## config.mk

```make
export PLATFORM = sky130hd
export DESIGN_NAME = window_power_meter
export DESIGN_NICKNAME = d
export VERILOG_FILES = /design/src/rtl/window_power_meter_pkg.sv /design/src/rtl/window_power_meter_sq_pipe.sv /design/src/rtl/window_power_meter.sv
export SDC_FILE = /design/constraint.sdc
export NUM_CORES = 1
export LEC_CHECK = 0
export CORE_ASPECT_RATIO = 1.5
export CORE_MARGIN = 4
export CORE_UTILIZATION = 50
export DETAILED_ROUTE_END_ITERATION = 8
export HOLD_SLACK_MARGIN = 0.12
export MAX_ROUTING_LAYER = met4
export PLACE_DENSITY = 0.68
export SYNTH_ARGS = -nofsm -noshare
export SYNTH_HDL_FRONTEND = slang
export SYNTH_HIERARCHICAL = 1
export SYNTH_SLANG_ARGS = --single-unit
```

## constraint.sdc

```tcl
create_clock -name clk -period 24.2 [get_ports clk]
set_input_delay 4.84 -clock clk [delete_from_list [all_inputs] [get_ports clk]]
set_output_delay 4.84 -clock clk [all_outputs]
set_load 0.05 [all_outputs]
```

## src/rtl/window_power_meter_pkg.sv

```systemverilog
// window_power_meter_pkg: shared constants and accumulator sizing for the power meter
package window_power_meter_pkg;
  localparam int SHIFT = 10;
  localparam int MAXLOG = 12;
  function automatic int accw(input int dw, input int maxlog);
    return 2 * dw - 1 + maxlog;
  endfunction
endpackage

```

## src/rtl/window_power_meter_sq_pipe.sv

```systemverilog
// window_power_meter_sq_pipe: one-cycle registered signed squarer with unsigned output
module window_power_meter_sq_pipe #(
  parameter int DW = 18
) (
  input  logic                 clk,
  input  logic                 rst,
  input  logic                 enable,
  input  logic signed [DW-1:0] x,
  input  logic                 x_valid,
  output logic [2*DW-2:0]      sq,
  output logic                 sq_valid
);
  localparam int PW = 2 * DW - 1;
  logic [DW-1:0] mag;
  logic [PW-1:0] sq_c;
  // magnitude first so the most negative input (-2^(DW-1)) squares to 2^(2*DW-2) without a sign bit
  always_comb begin
    mag = x[DW-1] ? -x : x;
    sq_c = PW'(mag) * PW'(mag);
  end
  // product register; enable low drops the valid so nothing reaches the accumulator
  always_ff @(posedge clk or posedge rst) begin
    if (rst) begin
      sq <= '0;
      sq_valid <= 1'b0;
    end else begin
      sq <= sq_c;
      sq_valid <= enable & x_valid;
    end
  end
endmodule

```

## src/rtl/window_power_meter.sv

```systemverilog
// window_power_meter: mean-square power of a signed stream over a power-of-two window
module window_power_meter #(
  parameter int DW = 18,
  parameter int OW = 24,
  parameter int SHIFT = window_power_meter_pkg::SHIFT,
  parameter int MAXLOG = window_power_meter_pkg::MAXLOG
) (
  input  logic                 clk,
  input  logic                 rst,
  input  logic                 enable,
  input  logic signed [DW-1:0] x_in,
  input  logic                 x_valid,
  input  logic [3:0]           log2_win,
  output logic [OW-1:0]        data_out,
  output logic                 data_s,
  output logic                 sat
);
  import window_power_meter_pkg::*;
  localparam int ACCW = accw(DW, MAXLOG);
  localparam int CW = MAXLOG + 1;
  localparam int PW = 2 * DW - 1;
  logic signed [DW-1:0] s1_x;
  logic s1_v;
  logic [PW-1:0] s2_sq;
  logic s2_v;
  logic [ACCW-1:0] acc, sum, fin, res;
  logic [CW-1:0] cnt, cnt_nx;
  logic [3:0] win_l, l_cur, lw_clamp, fin_l;
  logic close, fin_v, ovf;
  // S1: capture the raw sample and its qualifier
  always_ff @(posedge clk or posedge rst) begin
    if (rst) begin
      s1_x <= '0;
      s1_v <= 1'b0;
    end else begin
      s1_x <= x_in;
      s1_v <= enable & x_valid;
    end
  end
  window_power_meter_sq_pipe #(.DW(DW)) u_sq (
    .clk(clk),
    .rst(rst),
    .enable(enable),
    .x(s1_x),
    .x_valid(s1_v),
    .sq(s2_sq),
    .sq_valid(s2_v)
  );
  // window length comes live from log2_win on a window's first sample, otherwise from the latch
  always_comb begin
    lw_clamp = (log2_win > 4'(MAXLOG)) ? 4'(MAXLOG) : log2_win;
    l_cur = (cnt == '0) ? lw_clamp : win_l;
    sum = acc + ACCW'(s2_sq);
    cnt_nx = cnt + CW'(1);
    close = s2_v && (cnt_nx == (CW'(1) << l_cur));
    res = fin >> (int'(fin_l) + SHIFT);
    ovf = |res[ACCW-1:OW];
  end
  // S3: accumulate; on close hand the final sum onward and restart from zero on the same edge
  always_ff @(posedge clk or posedge rst) begin
    if (rst) begin
      acc <= '0;
      cnt <= '0;
      win_l <= '0;
      fin <= '0;
      fin_l <= '0;
      fin_v <= 1'b0;
    end else if (!enable) begin
      acc <= '0;
      cnt <= '0;
      fin_v <= 1'b0;
    end else begin
      fin_v <= close;
      if (s2_v) begin
        acc <= close ? '0 : sum;
        cnt <= close ? '0 : cnt_nx;
        win_l <= l_cur;
      end
      if (close) begin
        fin <= sum;
        fin_l <= l_cur;
      end
    end
  end
  // output register: scale, saturate and strobe once per closed window
  always_ff @(posedge clk or posedge rst) begin
    if (rst) begin
      data_out <= '0;
      data_s <= 1'b0;
      sat <= 1'b0;
    end else begin
      data_s <= fin_v & enable;
      if (fin_v & enable) begin
        data_out <= ovf ? '1 : res[OW-1:0];
        sat <= ovf;
      end
    end
  end
endmodule

```

==> flow_summary_export.csv, run 1 <==
group,metric,value,unit
routing,finalWirelength,47.1,mm
cells_and_area,diodes,0,
worst_setup_path,crit_required,24.57,ns
sta,period_needed,8.73,ns
floorplanning,die_w,172,µm
routing,vias,14800,
logic_synthesis,yosysSeqAreaShare,0.232,
cts,cts_resized,0,
routing,first_iter_violations,908,
sta,max_freq,115,MHz
cts,clock-root-buffer,"clkbuf_16",
worst_setup_path,cp_slowest_cell,"xor2_1",
logic_synthesis,ys_types,93,
sta,finalSetupTns,0,ns
place,postPlaceCellArea,21000,µm²
sta,worst_pin_slew,1.03,ns
routing,ant_nets,0,
logic_synthesis,synthArstFlopShare,1.00,
floorplanning,die_y,253,µm
grt,track_usage,0.232,
sta,maxSlewHeadroom,0.311,
grt,grt.overflow.total,0,
worst_setup_path,cp_max_fo,12,
sta,hold_violations,0,
cells_and_area,final_area,21600,µm²
routing,firstDrtPassIters,5,
worst_setup_path,critPathMaxStageDelay,0.70,ns
cells_and_area,nets,2528,
logic_synthesis,synthTopCellsByCount,"340 x inv_1, 220 x nand2_1, 218 x fa_1",
place,dp.final_hpwl,38.4,mm
logic_synthesis,ys.warnings.count,6,
grt,grt_pass1_wl,78.5,mm
worst_setup_path,crit_family,"adder cells",
cts,clock_path_buffers,2,
floorplanning,die-area,43500,µm²
worst_setup_path,regToRegSetupSlack,15.47,ns
cts,hold_buffers,0,
floorplanning,core_area,39500,µm²
cts,cts_setup_buffers,0,
grt,antenna_found_initial,0,
cts,cts_buffers,17,
sta,rsz0062_at_grt,"false",
cts,worstSkewPairLatency,0.45,ns
cells_and_area,fill_cells,3548,
logic_synthesis,synth_top_area_share,0.232,
logic_synthesis,yosysMostFrequentCell,"inv_1",
logic_synthesis,syn_area,20100,µm²
cells_and_area,drive_above_1_share,0.0729,
outcome,outcome,"complete, no violations",
sta,whs,0.503,ns
logic_synthesis,synth_area_per_cell,9.46,µm²
routing,viasPerCell,5.57,
cts,cts_tree,"built",
worst_setup_path,path_buf_inv,7,
worst_setup_path,cpMostUsedCell,"inv_1",
worst_setup_path,critPathKind,"flop to flop",
grt,grt_max_degree,77,
routing,drc,0,
floorplanning,ios,52,
cells_and_area,synthToLayoutAreaGrowth,7.59,%
cts,cts.sinks,186,
floorplanning,start_util,0.507,
place,globalplace.congestion,1.00,
sta,final.period_utilization,0.361,
place,port_buffers,51,
logic_synthesis,ys_seq_elements,186,
logic_synthesis,yosys.area.top_type,"dfrtp_1",
cts,htree_levels,4,
logic_synthesis,synth_flop_cell,"dfrtp_1",
job,drv_cap,0,
routing,wl_per_cell,17.7,µm
worst_setup_path,cp-start-kind,"flop",
worst_setup_path,arrival,9.10,ns
cts,path_clk_slew,0.07,ns
logic_synthesis,synth-edff-count,0,
worst_hold_path,hp-class,"flop to flop",
sta,timing.final.max_slew_violations,0,
logic_synthesis,synthCells,2121,
sta,finalSetupViolCount,0,
logic_synthesis,synthTopCellsByArea,"dfrtp_1 23%, fa_1 22%, ha_1 9.0%, inv_1 6.4%, nand2_1 4.1%",
sta,fin_skew,0.0134,ns
floorplanning,rows,89,
grt,grt_pass1_vias,15800,
worst_setup_path,crit_path_end_kind,"flop",
[flip-flops by register name (all words and copies together), names as in the netlist]
signal / count
data_out: 24
fin_l: 4
data_s: 1
cnt: 13
s1_v: 1
win_l: 4
s1_x: 18
u_sq/sq: 34
fin_v: 1
fin: 37
acc: 47
u_sq/sq_valid: 1
sat: 1
[worst paths after layout]
check                      startpoint          end  cells past startpoint
setup / recovery              s1_x[0]  u_sq/sq[32]                     29
hold / removal                 acc[8]       acc[8]                      2
setup reg to reg              s1_x[0]  u_sq/sq[32]                     29
hold reg to reg                acc[8]       acc[8]                      2
max in group asynchronous         rst      acc[31]                      3
min in group asynchronous         rst      s1_x[1]                      2
[cells in the final DEF, fill, tap and decap left out, drive strengths merged, types with 35 or more instances in the layout]
cell / n
a21oi: 99
clkdlybuf4s50: 51
dfrtp: 186
fa: 218
ha: 144
inv: 355
mux2: 49
mux2i: 40
nand2: 222
nand3: 35
nor2: 166
o21ai: 81
xnor2: 76
xor2: 36
[metal layers]
layer | wire length [µm] | share of wire | vias to the layer above | GRT usage
met1 | 17800 | 0.38 | 7326 | 0.248
met3 | 1310 | 0.028 | 133 | 0.0212
met4 | 2270 | 0.048 | 0 | 0.109
li1 | - | - | 7011 | -
met2 | 25600 | 0.54 | 314 | 0.428
met5 | 0 | 0 | - | -
[kinds of logic (layout without fill, tap and decap cells)]
| family | count (synthesis) | count (layout) | synth area share |
|---|---|---|---|
| AOI/OAI and AO/OA | 363 | 363 | 0.119 |
| xor gates and xnor gates | 112 | 112 | 0.0498 |
| adders and majority gates | 362 | 362 | 0.307 |
| buffers and inverters | 431 | 452 | 0.0862 |
| DFF | 186 | 186 | 0.232 |
| muxes | 107 | 107 | 0.0744 |
| other | 2 | 13 | 0.000374 |
| and+or+nand+nor | 558 | 558 | 0.131 |
[worst min-delay path, stage by stage (launching register included)]
cell	delay (ns)
dfrtp_1	0.36
nand2_1	0.05
o21ai_0	0.06
[through the flow]
stage               std cells  utilization  worst slack (ns)
finish                   2653        0.546             15.47
global placement         2621        0.531             15.44
detailed placement       2621        0.531             15.34
floorplan                2132            -             15.30
CTS                      2653        0.546             15.52
global route             2653        0.546             15.04
[final cells by class]
type,instances,area (µm²),area share
Clock buffer,17,425,0.0197
Clock inverter,15,176,0.00817
Inverter,350,1320,0.0612
Multi-Input combinational cell,1515,13700,0.636
Sequential cell,186,4650,0.216
Tap cell,500,626,0.0290
Timing Repair Buffer,70,653,0.0303
Power of run 1 is not shown: default switching activity piles up to over one toggle a cycle in this logic, so the estimate is an artifact.
==> inputs of run 2 (changes only) <==
Settings changed: PLACE_DENSITY 0.68 to 0.7.
Clock period 24.2 ns to 7.09 ns, I/O delays scaled along.
==> flow_summary_export.csv, run 2 (synthesis gave the netlist of run 1 again) <==
group,metric,value,unit
routing,finalWirelength,48.0,mm
routing,viasPerCell,5.52,
routing,wl_met2,26.2,mm
cells_and_area,final_common_cell,"inv_1",
grt,grt_pass1_vias,16600,
worst_setup_path,crit_path_end_kind,"flop",
worst_setup_path,r2r_cells,27,
cells_and_area,regMostFlops,"acc",
cts,cts.sinks,186,
cells_and_area,largest_register_ffs,47,
cts,cts_tree,"built",
place,port_buffers,51,
routing,highest_layer,"met4",
worst_setup_path,critPathKind,"flop to flop",
place,place_ws,-0.341,ns
sta,rsz0062_at_grt,"true",
floorplanning,core_area,39500,µm²
cts,htree_levels,4,
floorplanning,die-area,43500,µm²
routing,first_iter_violations,910,
grt,grt.overflow.total,0,
outcome,outcome,"complete, but fails checks",
cells_and_area,drive_above_1_share,0.170,
cells_and_area,nets,2687,
floorplanning,rows,89,
routing,wl_per_cell,17.1,µm
routing,vias,15500,
worst_setup_path,cp-start-kind,"flop",
floorplanning,die_w,172,µm
job,drv_cap,0,
cells_and_area,fill_cells,3379,
grt,grt_pass1_wl,80.8,mm
floorplanning,start_util,0.507,
floorplanning,ios,52,
cts,clock-root-buffer,"clkbuf_16",
grt,track_usage,0.237,
cts,clock_path_buffers,2,
sta,final.period_utilization,1.04,
sta,maxSlewHeadroom,0.351,
sta,finalSetupViolCount,7,
routing,ant_nets,0,
sta,max_freq,136,MHz
sta,fin_skew,0.0156,ns
cells_and_area,ff_latch_area,4650,µm²
routing,drc,0,
floorplanning,die_y,253,µm
cts,hold_buffers,0,
sta,timing.final.max_slew_violations,0,
cells_and_area,multi_input_area,14200,µm²
worst_hold_path,hold_depth,2,
worst_setup_path,arrival,7.72,ns
worst_setup_path,cp_max_fo,4,
cells_and_area,reg.largest.list,"acc (47), fin (37), u_sq/sq (34)",
place,dp.final_hpwl,39.2,mm
routing,wl_met3,1.56,mm
cts,path_clk_slew,0.07,ns
outcome,violations,"negative setup slack",
cells_and_area,synthToLayoutAreaGrowth,16.1,%
sta,fin_ws,-0.267,ns
sta,period_needed,7.36,ns
routing,firstDrtPassIters,6,
worst_setup_path,crit_required,7.45,ns
sta,hold_violations,0,
sta,whs,0.492,ns
cts,cts_buffers,17,
routing,wl_met1,17.9,mm
grt,grt_max_degree,98,
cts,worstSkewPairLatency,0.45,ns
place,globalplace.congestion,0.951,
worst_hold_path,hp-class,"flop to flop",
grt,antenna_found_initial,0,
sta,worst_pin_slew,0.974,ns
cells_and_area,diodes,0,
cells_and_area,finish.utilization,0.589,
cells_and_area,layout_common_cells,"331 x inv_1, 212 x nand2_1, 211 x fa_1, 186 x dfrtp_1, 172 x buf_4",
[run 2: cell types whose count changed in the layout (fill, tap and decap cells not counted), moves of 9 or more]
cell | before | now
buf_4 | 19 | 172
nor2_1 | 166 | 155
ha_1 | 144 | 135
ha_4 | 0 | 9
[run 2: cell type report]
| type | count | area share |
|---|---|---|
| Sequential cell | 186 | 0.200 |
| Inverter | 350 | 0.0570 |
| Clock inverter | 13 | 0.00639 |
| Timing Repair Buffer | 229 | 0.0804 |
| Multi-Input combinational cell | 1515 | 0.610 |
| Tap cell | 500 | 0.0269 |
| Clock buffer | 19 | 0.0194 |
[run 2: critical path, cell delays in order, from the launching register on]
cell and delay [ns]:
dfrtp_1 0.38, or2_1 0.24, or4_4 0.45, nand2b_4 0.17
or3_4 0.39, o31a_4 0.32, xnor2_4 0.26, nor2_2 0.08
fa_1 0.54, inv_1 0.07, fa_1 0.48, inv_1 0.05
fa_1 0.50, fa_1 0.43, fa_1 0.49, inv_1 0.05
fa_1 0.47, inv_1 0.06, ha_4 0.29, nand4_1 0.15
nor2_2 0.16, o211ai_1 0.17, a31oi_4 0.26, buf_4 0.15
a211oi_2 0.03, or2_2 0.30, a32oi_2 0.18, xor2_1 0.16
[run 2: final timing paths]
kind / startpoint / end / slack (ns)
worst max-delay path: s1_x[0] / u_sq/sq[28] / -0.27
worst min-delay path: acc[8] / acc[8] / 0.49
worst max register to register: s1_x[0] / u_sq/sq[28] / -0.27
worst min register to register: acc[8] / acc[8] / 0.49
max in group asynchronous: rst / fin[29] / 4.26
min in group asynchronous: rst / u_sq/sq[0] / 1.50
[run 2: routing by layer]
layer / global-route usage / up-vias
met4: 0.104 / 0
li1: - / 7332
met1: 0.254 / 7670
met2: 0.435 / 391
met3: 0.0275 / 142
met5: - / -
[run 2: timing repair]
action | CTS | global route
pin swaps | 25 | 21
setup endpoints to repair | 9 | 15
buffers inserted | 7 | 12
resized for setup | 31 | 52
gates cloned | 0 | 0
[run 2: metrics by stage]
step                TNS, ns  std cells  cell area (µm²)
finish                -1.18       2812            23300
global route          -3.86       2812            23300
CTS                  -0.580       2800            23000
detailed placement    -1.38       2761            22200
global placement     -0.775       2761            22200
floorplan                 0       2132            20300
Power of run 2 is left out for the same reason.
==> inputs of run 3 (changes only) <==
Settings changed: CORE_ASPECT_RATIO 1.5 to 1.75, RECOVER_POWER from default to 50.
==> flow_summary_export.csv, run 3 (synthesis gave the netlist of run 1 again) <==
group,metric,value,unit
cells_and_area,layout_common_cells,"328 x inv_1, 211 x fa_1, 209 x nand2_1, 186 x dfrtp_1, 169 x buf_4",
grt,grt_pass1_vias,17000,
worst_setup_path,regToRegSetupSlack,-0.25,ns
grt,track_usage,0.241,
worst_setup_path,cp_max_fo,7,
floorplanning,core_area,39400,µm²
worst_setup_path,r2r_cells,29,
outcome,outcome,"complete, but fails checks",
cts,cts_tree,"built",
sta,timing.final.max_slew_violations,190,
routing,finalWirelength,49.9,mm
worst_hold_path,worstHoldStart,"s1_v",
worst_setup_path,critPathKind,"flop to flop",
cells_and_area,ff_latch_area,4650,µm²
routing,drc,0,
routing,first_iter_violations,767,
cells_and_area,multi_input_area,14300,µm²
cells_and_area,nets,2690,
cells_and_area,reg.largest.list,"acc (47), fin (37), u_sq/sq (34)",
sta,fin_skew,0.0124,ns
worst_hold_path,hp-class,"flop to flop",
sta,final.period_utilization,1.03,
cts,cts.sinks,186,
cts,worstSkewPairLatency,0.46,ns
grt,grt_max_degree,79,
place,place_ws,-0.497,ns
sta,rsz0062_at_grt,"true",
floorplanning,die_y,273,µm
routing,firstDrtPassIters,5,
worst_setup_path,cp-start-kind,"flop",
worst_setup_path,critPathMaxStageDelay,0.55,ns
routing,viasPerCell,5.56,
sta,finalSetupViolCount,8,
place,port_buffers,51,
place,globalplace.congestion,0.993,
floorplanning,ios,52,
cells_and_area,drive_above_1_share,0.175,
worst_setup_path,cp_slowest_cell,"fa_1",
cts,htree_levels,4,
worst_setup_path,cpMostUsedCell,"fa_1",
routing,wl_per_cell,17.8,µm
cells_and_area,regMostFlops,"acc",
job,drv_cap,3,
sta,hold_violations,0,
worst_setup_path,crit_path_end_kind,"flop",
outcome,violations,"max-capacitance violations, max-slew violations, negative setup slack",
sta,period_needed,7.34,ns
cells_and_area,fill_cells,3432,
worst_setup_path,r2r_start,"s1_x[0]",
cts,cts_buffers,17,
worst_setup_path,crit_required,7.47,ns
routing,vias,15600,
cells_and_area,largest_register_ffs,47,
grt,grt_pass1_wl,82.6,mm
sta,max_freq,136,MHz
cts,clock-root-buffer,"clkbuf_16",
cts,hold_buffers,0,
place,dp.final_hpwl,40.6,mm
floorplanning,die-area,43500,µm²
cells_and_area,diodes,0,
sta,worst_pin_slew,3.55,ns
cells_and_area,final_common_cell,"inv_1",
worst_setup_path,arrival,7.71,ns
floorplanning,rows,96,
grt,antenna_found_initial,0,
cells_and_area,synthToLayoutAreaGrowth,16.5,%
sta,maxSlewHeadroom,-1.38,
floorplanning,die_w,159,µm
worst_hold_path,hold_depth,1,
cts,path_clk_slew,0.08,ns
worst_setup_path,reg2reg_to,"u_sq/sq[28]",
routing,ant_nets,0,
floorplanning,start_util,0.509,
sta,fin_ws,-0.247,ns
cts,clock_path_buffers,2,
worst_hold_path,holdPathEnd,"u_sq/sq_valid",
grt,grt.overflow.total,0,
-- run 3: routing by layer --
| layer | up-vias | routed length, µm | GRT usage |
|---|---|---|---|
| li1 | 7346 | - | - |
| met1 | 7740 | 17700 | 0.235 |
| met2 | 337 | 28000 | 0.465 |
| met3 | 166 | 1250 | 0.0238 |
| met4 | 0 | 2990 | 0.129 |
| met5 | - | 0 | - |
-- run 3: final cells by class --
type                            instances  area share
Sequential cell                       186       0.199
Timing Repair Buffer                  232      0.0812
Multi-Input combinational cell       1515       0.611
Tap cell                              490      0.0262
Inverter                              350      0.0566
Clock inverter                         15     0.00760
Clock buffer                           17      0.0182
-- run 3: per-stage QoR --
step           setup TNS, ns   util  instances  area, µm²  hold slack [ns]
3_3_place_gp          -0.795  0.563       2754      22200            0.443
5_1_grt                -3.40  0.593       2805      23400            0.519
2_1_floorplan              0      -       2132      20300            0.374
4_1_cts               -0.869  0.583       2789      23000            0.470
3_5_place_dp           -1.68  0.563       2754      22200            0.449
6_report               -1.06  0.593       2805      23400            0.471
-- run 3: worst max path at each step --
stage                       start  slack [ns]  depth (start not counted)     endpoint
after global placement    s1_x[0]       -0.34                         27  u_sq/sq[33]
after floorplan           s1_x[0]       0.002                         26  u_sq/sq[32]
final                     s1_x[0]       -0.25                         29  u_sq/sq[28]
after CTS                 s1_x[0]       -0.23                         28  u_sq/sq[32]
after global routing      s1_x[0]       -0.50                         28  u_sq/sq[32]
after detailed placement  s1_x[0]       -0.50                         27  u_sq/sq[33]
-- run 3: repair_timing --
item                                    CTS  global route
resized for setup                        27            79
pin swaps                                15            27
setup buffers                             3            17
endpoints found under the setup margin    9            16
endpoints found under the hold margin     0             0
-- run 3: critical path: cells and delay by family, from the launching register on --
kind	cells	cell delay, ns
DFF	1	0.38
and+or+nand+nor	9	1.91
adders and majority gates	7	3.18
AOI/OAI and AO/OA	4	0.65
buffers and inverters	7	0.73
xor gates and xnor gates	2	0.38
Power of run 3 is left out for the same reason.
